==> src/rtl/fifo1_arb_pkg.sv <==
// Shared types and helpers for the Fifo1 enqueue arbiters.
package fifo1_arb_pkg;

  typedef enum logic {
    ARB_IDLE   = 1'b0,
    ARB_LOCKED = 1'b1
  } arb_state_t;

  localparam int STALL_CNT_W = 16;

  // Width of a grant index for n requesters (n >= 2).
  function automatic int clog2(input int n);
    int r;
    r = 0;
    while ((1 << r) < n) r = r + 1;
    return r;
  endfunction

endpackage

==> src/rtl/fifo1_enq_arbiter_rr_pick.sv <==
// Combinational round-robin finder: first set request at or after ptr, wrapping modulo N.
module rr_pick #(
  parameter int N     = 4,
  parameter int IDX_W = 2
) (
  input  logic [N-1:0]     req,
  input  logic [IDX_W-1:0] ptr,
  output logic [N-1:0]     grant,
  output logic [IDX_W-1:0] idx,
  output logic             any
);

  always_comb begin
    int s;
    logic [IDX_W-1:0] c;
    grant = '0;
    idx   = '0;
    any   = 1'b0;
    s     = 0;
    c     = '0;
    for (int k = 0; k < N; k++) begin
      s = int'(ptr) + k;
      if (s >= N) s = s - N;
      c = IDX_W'(s);
      if (!any && req[c]) begin
        any      = 1'b1;
        grant[c] = 1'b1;
        idx      = c;
      end
    end
  end

endmodule

==> src/rtl/fifo1_enq_arbiter.sv <==
// Round-robin arbiter with lockable bursts sharing one Fifo1 enqueue port.
module fifo1_enq_arbiter
  import fifo1_arb_pkg::*;
#(
  parameter int NREQ         = 4,
  parameter int DATA_WIDTH   = 384,
  parameter int LOCK_TIMEOUT = 16
) (
  input  logic                       CLK,
  input  logic                       RST,
  input  logic [NREQ-1:0]            req_enq__ENA,
  input  logic [NREQ*DATA_WIDTH-1:0] req_enq_v,
  input  logic [NREQ-1:0]            req_lock,
  output logic [NREQ-1:0]            req_enq__RDY,
  output logic                       fifo_enq__ENA,
  output logic [DATA_WIDTH-1:0]      fifo_enq_v,
  input  logic                       fifo_enq__RDY,
  output logic [2:0]                 last_grant,
  output logic                       last_grant_valid,
  output logic [STALL_CNT_W-1:0]     stall_cnt
);

  localparam int IDX_W = clog2(NREQ);
  localparam int TO_W  = 8;

  arb_state_t             state_reg, state_next;
  logic [IDX_W-1:0]       rr_ptr_reg, rr_ptr_next;
  logic [IDX_W-1:0]       lock_owner_reg, lock_owner_next;
  logic [TO_W-1:0]        idle_cnt_reg, idle_cnt_next;
  logic [IDX_W-1:0]       last_grant_reg, last_grant_next;
  logic                   last_grant_valid_reg, last_grant_valid_next;
  logic [STALL_CNT_W-1:0] stall_cnt_reg;

  logic [NREQ-1:0]        eligible, pick_grant;
  logic [IDX_W-1:0]       pick_ptr, pick_idx;
  logic                   pick_any, fire;
  logic [DATA_WIDTH-1:0]  req_word [NREQ];

  function automatic logic [IDX_W-1:0] inc_wrap(input logic [IDX_W-1:0] x);
    return (x == IDX_W'(NREQ - 1)) ? '0 : x + 1'b1;
  endfunction

  generate
    for (genvar gi = 0; gi < NREQ; gi++) begin : g_word
      assign req_word[gi] = req_enq_v[gi*DATA_WIDTH +: DATA_WIDTH];
    end
  endgenerate

  // While locked only the owner is visible to the picker.
  always_comb begin
    if (state_reg == ARB_LOCKED) begin
      eligible = req_enq__ENA & (NREQ'(1) << lock_owner_reg);
      pick_ptr = lock_owner_reg;
    end else begin
      eligible = req_enq__ENA;
      pick_ptr = rr_ptr_reg;
    end
  end

  rr_pick #(.N(NREQ), .IDX_W(IDX_W)) u_pick (
    .req   (eligible),
    .ptr   (pick_ptr),
    .grant (pick_grant),
    .idx   (pick_idx),
    .any   (pick_any)
  );

  always_ff @(posedge CLK) begin
    if (RST) begin
      state_reg            <= ARB_IDLE;
      rr_ptr_reg           <= '0;
      lock_owner_reg       <= '0;
      idle_cnt_reg         <= '0;
      last_grant_reg       <= '0;
      last_grant_valid_reg <= 1'b0;
    end else begin
      state_reg            <= state_next;
      rr_ptr_reg           <= rr_ptr_next;
      lock_owner_reg       <= lock_owner_next;
      idle_cnt_reg         <= idle_cnt_next;
      last_grant_reg       <= last_grant_next;
      last_grant_valid_reg <= last_grant_valid_next;
    end
  end

  // A fire always wins over a coincident lock timeout.
  always_comb begin
    state_next            = state_reg;
    rr_ptr_next           = rr_ptr_reg;
    lock_owner_next       = lock_owner_reg;
    idle_cnt_next         = idle_cnt_reg;
    last_grant_next       = last_grant_reg;
    last_grant_valid_next = last_grant_valid_reg;
    if (fire) begin
      last_grant_next       = pick_idx;
      last_grant_valid_next = 1'b1;
      idle_cnt_next         = '0;
      if (req_lock[pick_idx]) begin
        state_next      = ARB_LOCKED;
        lock_owner_next = pick_idx;
      end else begin
        state_next  = ARB_IDLE;
        rr_ptr_next = inc_wrap(pick_idx);
      end
    end else if (state_reg == ARB_LOCKED && !req_enq__ENA[lock_owner_reg]) begin
      if (idle_cnt_reg == TO_W'(LOCK_TIMEOUT - 1)) begin
        state_next    = ARB_IDLE;
        rr_ptr_next   = inc_wrap(lock_owner_reg);
        idle_cnt_next = '0;
      end else begin
        idle_cnt_next = idle_cnt_reg + 1'b1;
      end
    end
  end

  always_comb begin
    fire          = fifo_enq__RDY && !RST && pick_any;
    req_enq__RDY  = fire ? pick_grant : '0;
    fifo_enq__ENA = fire;
    fifo_enq_v    = fire ? req_word[pick_idx] : '0;
  end

  always_ff @(posedge CLK) begin
    if (RST) begin
      stall_cnt_reg <= '0;
    end else if ((|req_enq__ENA) && !fifo_enq__RDY && (stall_cnt_reg != '1)) begin
      stall_cnt_reg <= stall_cnt_reg + 1'b1;
    end
  end

  assign last_grant       = 3'(last_grant_reg);
  assign last_grant_valid = last_grant_valid_reg;
  assign stall_cnt        = stall_cnt_reg;

endmodule

==> config.mk <==
export PLATFORM = sky130hd
export DESIGN_NAME = fifo1_enq_arbiter
export DESIGN_NICKNAME = d
export VERILOG_FILES = /design/src/rtl/fifo1_arb_pkg.sv /design/src/rtl/fifo1_enq_arbiter_rr_pick.sv /design/src/rtl/fifo1_enq_arbiter.sv
export SDC_FILE = /design/constraint.sdc
export NUM_CORES = 1
export LEC_CHECK = 0
export BUFFER_PORTS_ARGS = -buffer_cell sky130_fd_sc_hd__clkbuf_2
export CORE_AREA = 2 2 756 758
export CTS_CLUSTER_SIZE = 12
export DETAILED_ROUTE_END_ITERATION = 12
export DIE_AREA = 0 0 758 760
export PLACE_DENSITY = 0.3
export SETUP_SLACK_MARGIN = 0.2
export SLEW_MARGIN = 20
export SYNTH_ARGS = -nofsm -noshare
export SYNTH_HDL_FRONTEND = slang
export SYNTH_SLANG_ARGS = --single-unit
==> constraint.sdc <==
create_clock -name CLK -period 7.75 [get_ports CLK]
set_input_delay 1.1625 -clock CLK [delete_from_list [all_inputs] [get_ports CLK]]
set_output_delay 1.1625 -clock CLK [all_outputs]
set_load 0.05 [all_outputs]
# Word level (Yosys, flattened, before mapping)
# Index checks and enable logic that the tools add are counted.
# totals
reg_bits,32
input_bits,1547
output_inout_bits,409
# op_classes
n_mux,54
eq_ne,5
bitwise,5
n_addsub,11
n_reduce_logical,25
shift,1
order_cmp,15
# ops
op,count
384-bit 2-to-1 mux,3
384-bit binary-select mux with 2-bit select,1
2-bit 2-to-1 mux,15
4-bit 2-to-1 mux,6
2-bit by 3-bit < comparator with 1-bit output (second input constant),6
1-bit 2-to-1 mux,18
16-bit by 1-bit adder with 16-bit output (second input constant),1
16-bit != test (second input constant),1
1-bit binary-select mux with 2-bit select,6
3-bit greater-or-equal comparator (second input constant),4
1-bit logical AND,12
4-bit OR,3
8-bit by 1-bit adder with 8-bit output (second input constant),1
1-bit demux with 2-bit select,4
8-bit by 4-bit == test with 1-bit output (second input constant),1
2-bit by 1-bit greater-or-equal comparator with 1-bit output (second input constant),4
8-bit 2-to-1 mux,1
2-bit by 1-bit subtractor with 2-bit output (second input constant),4
2-bit by 2-bit adder with 3-bit output (second input constant),2
1-bit zero test,6
2-bit by 1-bit adder with 2-bit output (second input constant),2
4-bit bitwise AND,1
2-bit == test (second input constant),2
2-bit AND reduction,2
other kinds (9),10

# Logic depth before layout (Yosys ltp)
# logic_depth
depth_word,20
depth_mapped,13
depth_no_buf,10

# By module
# From an unflattened synthesis, not the netlist that was laid out.
# hier_totals
hier_cells,1154
area_unflattened_um2,13848.3
# by_module_without_submodules
module,n_inst,cells_per_inst,seq_area_each_um2,area_each_um2
fifo1_enq_arbiter,1,1109,640.6,13429.1
rr_pick,1,45,0.0,419.2

# Least setup slack after synthesis
# Ideal clock, no wire load.
# synth_timing
path_type,input -> output
from,in req_enq__ENA[2]
to,out fifo_enq_v[264]
setup_slack_ps,2687
path_stages,9
n_path_buf,4
t_required_ps,6588
t_arrival_ps,3901
path_cell_list,and2_1 > clkbuf_1 > o221ai_1 > o211a_1 > buf_2 > buf_2 > buf_1 > a211oi_1 > a211oi_1
# synth_via
elab_chain_cells,19
word_cells_on_any_way,30
classes_between,mux (21); bitwise (2); reduce/logical (7)
# synth_rtl
item,line,rtl
"start, declared",fifo1_enq_arbiter.sv:11,"input logic [NREQ-1:0] req_enq__ENA,"
4-bit bitwise AND,fifo1_enq_arbiter.sv:52,eligible = req_enq__ENA & (NREQ'(1) << lock_owner_reg);
4-bit 2-to-1 mux (*),fifo1_enq_arbiter.sv:51,if (state_reg == ARB_LOCKED) begin
1-bit binary-select mux with 2-bit select,fifo1_enq_arbiter_rr_pick.sv:25,if (!any && req[c]) begin
1-bit 2-to-1 mux (implied by the code),fifo1_enq_arbiter_rr_pick.sv:25,
1-bit 2-to-1 mux,fifo1_enq_arbiter_rr_pick.sv:25,
1-bit zero test,fifo1_enq_arbiter_rr_pick.sv:25,
1-bit logical AND,fifo1_enq_arbiter_rr_pick.sv:25,
1-bit 2-to-1 mux,fifo1_enq_arbiter_rr_pick.sv:25,
[... 2 more ...],-,
1-bit 2-to-1 mux,fifo1_enq_arbiter_rr_pick.sv:25,
1-bit zero test,fifo1_enq_arbiter_rr_pick.sv:25,
1-bit logical AND,fifo1_enq_arbiter_rr_pick.sv:25,
2-bit 2-to-1 mux,fifo1_enq_arbiter_rr_pick.sv:25,
2-bit NOT with 3-bit output (implied by the code),fifo1_enq_arbiter.sv:120,fifo_enq_v = fire ? req_word[pick_idx] : '0;
384-bit binary-select mux with 2-bit select,fifo1_enq_arbiter.sv:120,
384-bit 2-to-1 mux (implied by the code) (2 in series),fifo1_enq_arbiter.sv:120,
384-bit 2-to-1 mux (*),fifo1_enq_arbiter.sv:120,
"end, declared",fifo1_enq_arbiter.sv:16,"output logic [DATA_WIDTH-1:0] fifo_enq_v,"
# Every way passes the cells marked *; elsewhere a longest branch is shown, timed or not. The select of a mux whose other input is x is not followed.

# Final worst setup path
# layout_timing
from,reg state_reg
to,out fifo_enq_v[138]
# layout_via
elab_chain_cells,20
word_cells_on_any_way,45
classes_between,add/sub (7); order compare (4); mux (26); bitwise (1); reduce/logical (7)
# layout_rtl
item,line,rtl
"start, declared",fifo1_enq_arbiter.sv:26,"arb_state_t state_reg, state_next;"
"start signal, assigned",fifo1_enq_arbiter.sv:77,state_reg <= state_next;
branches (longest 19 deep; another with 2-bit by 1-bit adder with 3-bit output),-,
384-bit 2-to-1 mux (*),fifo1_enq_arbiter.sv:120,
# Mark *: on every way between the ends. The select of a mux whose other input is x is not followed.

==> run metrics <==
die width 758 um; transition time at the pin with the least slew margin 1330 ps; total number of vias 29800; endpoint class of the critical path primary output; clock buffer depth 2; final total negative setup slack 0 ps; max FFs per register 16; number of buffers added on ports between 1500 and 2000; arrival time reported for the critical path endpoint about 5600 ps; cell type contributing the most total cell area after synthesis sky130_fd_sc_hd__a211oi_1; Commonest cells post-synth 729 x sky130_fd_sc_hd__a211oi_1, 388 x sky130_fd_sc_hd__and2_1, 386 x sky130_fd_sc_hd__mux2i_1, 127 x sky130_fd_sc_hd__clkbuf_1, 119 x sky130_fd_sc_hd__buf_2; final critical-path required period just under 7000 ps; post-cts sizing count 0; number of nets produced by synthesis about 3600; Slew headroom between 10% and 20%; warning count from the yosys run 0; most area-consuming cells after synthesis sky130_fd_sc_hd__a211oi_1 35%, sky130_fd_sc_hd__mux2i_1 25%, sky130_fd_sc_hd__and2_1 16%, sky130_fd_sc_hd__dfxtp_1 4.1%, sky130_fd_sc_hd__buf_2 3.8%; status finished clean; max-capacitance violation count 0; HPWL Detailed approximately 420000 um; synthesized flop and latch total 32; die outline height about 760 um; CTS root buf sky130_fd_sc_hd__clkbuf_16; static leakage power approximately 13 nW; power per cell area between 100 and 150 nW/um^2; hold-fix buffers at CTS 0; CTS clk-pin slew, worst paths about 60 ps; post-route insts no fill about 12000; final cycle utilization of the critical path between 80 and 90%; wire length after detailed routing roughly 450000 um; insertion delay to the later sink of the worst-skew pair roughly 300 ps; Pre-Repair DR Iteration Count 5; critical path fanouts, max 39; remaining routing DRC violations 0; Max Clock Freq 147 MHz; Die Footprint 576000 sq um; total I/O pin count slightly below 2000; async set-reset flop share out of synthesis 0%; number of failing setup endpoints in the final timing report 0; Via density about 2.6; number of global-route vias before repair ~28000; Post-synth EDFFs 0; unrepaired setup endpoints after global routing false; cell count after placement approximately 11000; mean instance size in the synthesized netlist ~7.6 sq um; FP Rows 277; number of CTS-inserted buffers 5; Sinks on Clock Net 32; Congestion Overflow GR 0; Layout Nets around 5400; final slew viol count 0; most common cell in the synthesized netlist sky130_fd_sc_hd__a211oi_1; post-CTS setup buffers 0; distinct cell type count of the synthesized netlist 61; cells after synthesis 2061; layout overhead on the synthesized area 127%; number of H-tree branching levels 2; routed wire length per instance just under 40 um; initial antenna violation count about 680; data required time of the critical path ~6600 ps; number of hold violations in the final report 0; layout cell share with drive strength beyond 1 55.3%; maximum vdd drop 0.0745 mV; worst setup path class reg -> out; global-route wire length before repair between 500000 and 600000 um; min-delay worst type reg -> reg; top_reg_cell synth sky130_fd_sc_hd__dfxtp_1; Final Skew ~5.5 ps; Total Routing Usage GR around 15%; routability congestion estimate about 1.0; clock tree from TritonCTS yes; post-synth top area share approximately a third; cell area after synthesis 15600 sq um; core region area ~570000 sq um; largest net degree at the start of global routing approximately 100; initial standard-cell utilization of the core approximately 2.7%; Setup crit start kind register; Initial DRC Count 1988; portion of the post-synthesis area used by sequential elements under 10%; antenna-violating nets left 0
[worst max-delay path: stages (launching register included)]
cell	delay, ps
sky130_fd_sc_hd__dfxtp_1	620
sky130_fd_sc_hd__mux2i_4	550
sky130_fd_sc_hd__inv_2	250
sky130_fd_sc_hd__xnor2_1	210
sky130_fd_sc_hd__a221oi_2	330
sky130_fd_sc_hd__a32oi_2	170
sky130_fd_sc_hd__nor2_4	660
sky130_fd_sc_hd__buf_12	290
sky130_fd_sc_hd__buf_12	290
sky130_fd_sc_hd__buf_4	300
sky130_fd_sc_hd__a211oi_1	90
sky130_fd_sc_hd__a211oi_1	900
sky130_fd_sc_hd__clkbuf_2	460
[per-stage QoR]
step	hold slack, ps	setup slack [ps]	util [%]	area (sq um)	power (mW)
5_1_grt	473	749	6.19	35100	5.26
3_5_place_dp	442	1040	6.13	34800	4.86
4_1_cts	451	744	6.16	34900	5.11
3_3_place_gp	441	316	6.11	34700	4.85
2_1_floorplan	473	2690	-	15600	2.74
6_report	452	951	6.23	35400	5.01
[final timing paths]
kind / from / to / slack, ps / depth (start not counted)
min reg2reg: last_grant_valid$_SDFFE_PP0P_ / last_grant_valid$_SDFFE_PP0P_ / 450 / 2
max: state_reg$_SDFFE_PP0P_ / fifo_enq_v[138] / 950 / 12
min: last_grant_valid$_SDFFE_PP0P_ / last_grant_valid$_SDFFE_PP0P_ / 450 / 2
max reg2reg: state_reg$_SDFFE_PP0P_ / lock_owner_reg[0]$_SDFFE_PP0P_ / 3910 / 10
[per-layer routing]
metal	track usage (%)	vias up	share of wire, %
li1	-	11900	-
met1	16.4	13700	38
met2	22.6	2688	42
met3	9.66	1194	15
met4	5.02	368	4.6
met5	0.158	-	0.58
[layout by cell type, fill, tap and decap left out, types with 3 or more instances in the layout]
| cell | instances |
|---|---|
| sky130_fd_sc_hd__o21ai_0 | 4 |
| sky130_fd_sc_hd__nor3_1 | 7 |
| sky130_fd_sc_hd__diode_2 | 164 |
| sky130_fd_sc_hd__and3_1 | 3 |
| sky130_fd_sc_hd__mux2i_1 | 386 |
| sky130_fd_sc_hd__nand2b_1 | 6 |
| sky130_fd_sc_hd__nand2_1 | 17 |
| sky130_fd_sc_hd__nand4_1 | 6 |
| sky130_fd_sc_hd__a211oi_4 | 7 |
| sky130_fd_sc_hd__buf_6 | 3 |
| sky130_fd_sc_hd__or3_1 | 5 |
| sky130_fd_sc_hd__a2bb2oi_1 | 5 |
| sky130_fd_sc_hd__dfxtp_1 | 32 |
| sky130_fd_sc_hd__and2_1 | 388 |
| sky130_fd_sc_hd__and4_1 | 3 |
| sky130_fd_sc_hd__a211oi_1 | 715 |
| sky130_fd_sc_hd__xor2_1 | 14 |
| sky130_fd_sc_hd__clkbuf_2 | 1954 |
| sky130_fd_sc_hd__ha_1 | 14 |
| sky130_fd_sc_hd__a211oi_2 | 48 |
| sky130_fd_sc_hd__nor2b_1 | 3 |
| sky130_fd_sc_hd__clkbuf_16 | 5 |
| sky130_fd_sc_hd__nand3_1 | 13 |
| sky130_fd_sc_hd__xnor2_1 | 7 |
| sky130_fd_sc_hd__a21oi_1 | 18 |
| sky130_fd_sc_hd__o2111ai_1 | 4 |
| sky130_fd_sc_hd__nor2_1 | 31 |
| sky130_fd_sc_hd__inv_1 | 11 |
| sky130_fd_sc_hd__buf_4 | 70 |
| sky130_fd_sc_hd__a22oi_1 | 4 |
| sky130_fd_sc_hd__buf_12 | 24 |
[power by group]
| group | leakage [nW] | internal [mW] | total [mW] | switching [mW] |
|---|---|---|---|---|
| clock | 0.0770 | 0.135 | 0.224 | 0.0889 |
| combinational | 13.0 | 1.33 | 4.61 | 3.28 |
| sequential | 0.259 | 0.170 | 0.178 | 0.00831 |
[cell families (layout without fill, tap and decap cells)]
kind of cell / count (synthesis) / in the layout / synth area share [%]
AND/OR/NAND/NOR: 489 / 489 / 18.8
other: 1 / 165 / 0.0240
multiplexers: 392 / 392 / 25.5
AO/OA/AOI/OAI: 831 / 831 / 41.3
adder cells (fa/ha/maj): 14 / 14 / 1.12
XOR/XNOR: 21 / 21 / 1.18
buffers and inverters: 281 / 2071 / 8.00
flip-flops: 32 / 32 / 4.10
[final cells by class]
cell class	count	area (sq um)
diodes	164	410
clock buffers	7	153
fillers	67800	532000
inverters	13	48.8
multi-input cells	1748	13900
flip-flops and latches	32	641
well taps	7533	9430
repair buffers	2051	10800
Note: power is estimated with default switching activity, not from simulation.
